$ cat config.mk
export PLATFORM = sky130hd
export DESIGN_NAME = alu_sequencer
export DESIGN_NICKNAME = d
export VERILOG_FILES = /design/src/rtl/alu_sequencer.sv
export SDC_FILE = /design/constraint.sdc
export NUM_CORES = 1
export LEC_CHECK = 0
export CORE_UTILIZATION = 35
export CTS_CLUSTER_SIZE = 40
export DETAILED_ROUTE_END_ITERATION = 16
export GPL_TIMING_DRIVEN = 0
export PLACE_DENSITY = 0.76
export SLEW_MARGIN = 30
export SYNTH_ARGS = -nofsm -noshare
export SYNTH_HDL_FRONTEND = slang
export SYNTH_SLANG_ARGS = --single-unit
$ cat constraint.sdc
create_clock -name clk -period 2.45 [get_ports clk]
set_input_delay 0.6125 -clock clk [delete_from_list [all_inputs] [get_ports clk]]
set_output_delay 0.6125 -clock clk [all_outputs]
set_load 0.02 [all_outputs]
$ cat src/rtl/alu_sequencer.sv
// Round-robin sequencer that lets two requesters share one multi-cycle ALU,
// with a single operation in flight and a held response until it is consumed.
module alu_sequencer #(
  parameter int ALU_LAT        = 1,
  parameter int ILLEGAL_OP_MSB = 1
) (
  input  logic        clk,
  input  logic        reset_n,
  input  logic        req0_valid,
  output logic        req0_ready,
  input  logic [3:0]  req0_op,
  input  logic [15:0] req0_a,
  input  logic [15:0] req0_b,
  input  logic [15:0] req0_imm,
  input  logic        req1_valid,
  output logic        req1_ready,
  input  logic [3:0]  req1_op,
  input  logic [15:0] req1_a,
  input  logic [15:0] req1_b,
  input  logic [15:0] req1_imm,
  output logic [3:0]  alu_op,
  output logic [15:0] alu_a,
  output logic [15:0] alu_b,
  output logic [15:0] alu_imm,
  input  logic [15:0] alu_result,
  output logic        rsp_valid,
  output logic        rsp_id,
  output logic [15:0] rsp_result,
  output logic        rsp_err,
  input  logic        rsp_ready,
  output logic        busy,
  output logic [1:0]  state_dbg
);

  // Handshakes: a request transfers on a cycle where reqN_valid and reqN_ready
  // are both high; a response transfers where rsp_valid and rsp_ready are both
  // high. A valid source holds its payload stable until the transfer happens.

  typedef enum logic [1:0] {
    IDLE = 2'd0,
    WAIT = 2'd1,
    RESP = 2'd2
  } state_t;

  localparam logic [3:0] LAT_LOAD = 4'(ALU_LAT + 1);

  state_t     state, state_nxt;
  logic       last_grant;
  logic [3:0] cnt;
  logic       gnt_any;
  logic       gnt_id;
  logic       gnt_illegal;

  always_comb begin
    gnt_any     = 1'b0;
    gnt_id      = 1'b0;
    state_nxt   = state;
    if (state == IDLE) begin
      // On a tie the requester that lost last time wins.
      if (req0_valid && req1_valid) begin
        gnt_any = 1'b1;
        gnt_id  = ~last_grant;
      end else if (req0_valid) begin
        gnt_any = 1'b1;
      end else if (req1_valid) begin
        gnt_any = 1'b1;
        gnt_id  = 1'b1;
      end
    end
    gnt_illegal = (ILLEGAL_OP_MSB != 0) && (gnt_id ? req1_op[3] : req0_op[3]);
    req0_ready  = gnt_any && !gnt_id;
    req1_ready  = gnt_any && gnt_id;
    case (state)
      IDLE:    if (gnt_any) state_nxt = gnt_illegal ? RESP : WAIT;
      WAIT:    if (cnt == 4'd1) state_nxt = RESP;
      RESP:    if (rsp_ready) state_nxt = IDLE;
      default: state_nxt = IDLE;
    endcase
  end

  always_ff @(posedge clk or negedge reset_n) begin
    if (!reset_n) state <= IDLE;
    else          state <= state_nxt;
  end

  always_ff @(posedge clk or negedge reset_n) begin
    if (!reset_n) begin
      alu_op     <= '0;
      alu_a      <= '0;
      alu_b      <= '0;
      alu_imm    <= '0;
      rsp_valid  <= 1'b0;
      rsp_id     <= 1'b0;
      rsp_result <= '0;
      rsp_err    <= 1'b0;
      cnt        <= '0;
      last_grant <= 1'b1;
    end else begin
      case (state)
        IDLE: begin
          if (gnt_any) begin
            rsp_id     <= gnt_id;
            last_grant <= gnt_id;
            if (gnt_illegal) begin
              // Rejected op: answer immediately and leave the ALU untouched.
              rsp_result <= '0;
              rsp_err    <= 1'b1;
              rsp_valid  <= 1'b1;
              cnt        <= '0;
            end else begin
              alu_op  <= gnt_id ? req1_op  : req0_op;
              alu_a   <= gnt_id ? req1_a   : req0_a;
              alu_b   <= gnt_id ? req1_b   : req0_b;
              alu_imm <= gnt_id ? req1_imm : req0_imm;
              cnt     <= LAT_LOAD;
            end
          end
        end
        WAIT: begin
          cnt <= cnt - 4'd1;
          if (cnt == 4'd1) begin
            rsp_result <= alu_result;
            rsp_err    <= 1'b0;
            rsp_valid  <= 1'b1;
          end
        end
        RESP: begin
          if (rsp_ready) rsp_valid <= 1'b0;
        end
        default: cnt <= '0;
      endcase
    end
  end

  assign busy      = (state != IDLE);
  assign state_dbg = state;

endmodule

==> summary.md <==
| Metric | Value |
|---|---|
| Outcome | finished, final reports clean |
| Pre-antenna DRT Iters | 4 |
| Vias in the first global route | 3,167 |
| CP max-delay cell | clkdlybuf4s50_1 |
| Post-Layout Cell Count | 615 |
| Max Slew Vio Count | 0 |
| Final wirelength | 9900 um |
| Fmax | 434 MHz |
| CP Max Fanout | 9 |
| Fin area | 0.00631 mm^2 |
| Maxcap violations | 0 |
| Antenna violations before repair | 0 |
| Die H | 107 um |
| Yosys warns | 0 |
| Clock skew | 0.0113 ns |
| Commonest cells in the netlist | 77 x dfrtp_1, 54 x mux2_2, 48 x mux2_4 |
| Inst Count DP | 596 |
| Vias | 2,915 |
| Insertion delay to the later sink of the worst-skew pair | 0.34 ns |
| Num CTS Buffers | 9 |
| Violation count after the first detailed-route iteration | 85 |
| Clock root cell | clkbuf_8 |
| Post-DR vias/cell | 4.74 |
| I/O pin total | 201 |
| CTS tree | yes |
| P per Cell Area | 1160 mW/mm^2 |
| Crit Reg-Reg Startpoint | state_dbg[0] |
| Post-DP Area | 0.00605 mm^2 |
| Slew of the pin with the lowest slew margin | 0.490 ns |
| Row cnt | 37 |
| Syn_nets | 386 |
| # diodes | 0 |
| DRC violations left | 0 |
| Die area | 0.0115 mm^2 |
| Most used DFF post-synth | dfrtp_1 |
| R2R cell count | 7 |
| Setup crit end | busy |
| Worst Setup End Kind | primary output |
| Final hold slack | 0.222 ns |
| Hpwl dp | 7590 um |
| Gr usage total | 17.6% |
| Yosys reg bits | 78 |
| Synth area leader | dfrtp_1 |
| Final #Nets | 601 |
| Die width | 107 um |
| R2R Setup Slk | 0.41 ns |
| RSZ-0062 raised after global routing | no |
| Synth top area cells | dfrtp_1 50%, mux2_4 19%, mux2_2 16%, a22o_1 3.6%, buf_12 2.1% |
| Global-route wire length before repair | 15,700 um |
| Post-CTS Hold Buffers | 0 |
| GP Congestion | 0.765 |
| Register area share after synthesis | 50.6% |
| Crit-path cells | nor2_4 > inv_1 > clkdlybuf4s50_1 |
| Min-delay worst type | primary input to async pin |
| # clock sinks | 78 |
| Crit Reg-Reg Endpoint | alu_a[14] |
| Number of enable flip-flop cells after synthesis | 0 |
| I/O Buffers | 200 |
| Post-DR wirelength/cell | 16.1 um |
| CTS max path bufs | 2 |
| Netlist cell types | 33 |
| Fin Setup TNS | 0 ns |
| Post-Syn Area | 0.00386 mm^2 |
| Final period util | 94.1% |
| Fill cells | 866 |
| Proportion of layout cells with a drive suffix above 1 | 30.1% |
| Critical path origin | state_dbg[0] |
| Setup violators final | 0 |
| Starting density of the core | 36.8% |
| Pin count of the biggest net entering global routing | 42 |
| Most common cell in the netlist | dfrtp_1 |
| CP Launch Type | flop |
| Final antenna-violating net count | 0 |
| CP Data Required Time | 1.84 ns |
| Lkg Pwr | 2.71 nW |
| Setup WS pre-CTS | -0.746 ns |
| Setup ws final | 0.144 ns |
| Area Growth Syn to Fin | 63.5% |
| H-tree depth | 3 |
| Syn_area_per_cell | 14.9 um^2 |
| Asr flop ratio synth | 100% |
| Final hold violation count | 0 |
| Worst relative slew slack | 67.3% |
| CORE AREA | 0.0105 mm^2 |
| Worst vdd ir | 0.637 mV |
| Syn Inst Count | 259 |
| Remaining Overflow, GRT | 0 |
| Clock transition at path regs | 0.09 ns |
| Synth top area share | 49.9% |
| Critical Path Max Stage Delay | 0.63 ns |
| Critical path type | flop to primary output |
| Period minus WS final | 2.31 ns |
| WP data arrival | 1.69 ns |
[metrics by stage]
stage	util, %	power [mW]
after detailed placement	57.6	6.33
after floorplan	-	4.60
after global routing	60.1	7.76
final	60.1	7.34
after global placement	57.4	6.26
after CTS	59.9	7.41
[worst max-delay path, delay by kind of cell, from the launching register on]
kind                   cells  cell delay (ns)
flip-flops                 1             0.54
AND/OR/NAND/NOR            1             0.09
buffers and inverters      2             0.73
[kinds of logic after synthesis]
group	count (synthesis)	share of synthesized area (%)
simple gates	23	2.98
fa+ha+maj	2	0.648
flops	78	50.6
compound gates	32	6.45
mux	103	34.7
buf+inv	19	4.24
xor+xnor	2	0.454
[registers in the layout, summed over array words and instances (netlist names)]
| name | cells |
|---|---|
| rsp_result | 16 |
| cnt | 4 |
| alu_op | 4 |
| alu_a | 16 |
| state_dbg | 2 |
| alu_imm | 16 |
| rsp_err | 1 |
| last_grant | 1 |
| rsp_valid | 1 |
| rsp_id | 1 |
| alu_b | 16 |
[layout make-up]
cell class	count	area [um^2]	share of cell area, %
inverters	5	18.8	0.297
well taps	136	170	2.69
multi-input cells	162	1780	28.1
plain buffers	13	140	2.22
clock inverters	6	68.8	1.09
clock buffers	10	138	2.18
repair buffers	205	2050	32.5
flip-flops and latches	78	1950	30.9
[cell usage in the layout, fill, tap and decap left out, types with 2 or more instances in the layout]
cell type / instances
clkdlybuf4s50_1: 195
dfrtp_1: 77
mux2_2: 54
mux2_4: 48
a22o_1: 16
clkbuf_8: 10
nor2_1: 7
nand2_1: 7
o21ai_0: 7
buf_2: 6
inv_1: 5
buf_12: 5
buf_4: 5
nand2b_1: 2
a31oi_1: 2
xnor2_1: 2
ha_1: 2
inv_6: 2
dlygate4sd2_1: 2
[how the worst min path moves through the flow]
stage             from        end  slack, ns
2_1_floorplan  reset_n   alu_a[0]       0.32
4_1_cts        reset_n   alu_b[6]       0.23
5_1_grt        reset_n  alu_b[15]       0.24
3_5_place_dp    rsp_id     rsp_id       0.47
6_report       reset_n   alu_b[6]       0.22
3_3_place_gp    rsp_id     rsp_id       0.46
[timing repair]
item / CTS / global route
resized for setup: 9 / 2
endpoints found under the setup margin: 2 / 50
setup buffers: 2 / 2
pin swaps: 0 / 2
[power by group]
part           switching (mW)  total (mW)  internal [mW]
Clock                   0.484       0.990          0.506
Sequential              0.383        2.27           1.88
Combinational            1.73        4.09           2.35
[layer usage]
metal  global-route usage [%]  part of all wire [%]  vias up
met5                        0                     0        -
met4                     4.21                   1.3        0
met3                     4.92                   6.0       12
met2                     31.2                    51      118
met1                     21.0                    42     1421
li1                         -                     -     1364
Power figures use the tool's default switching activity.
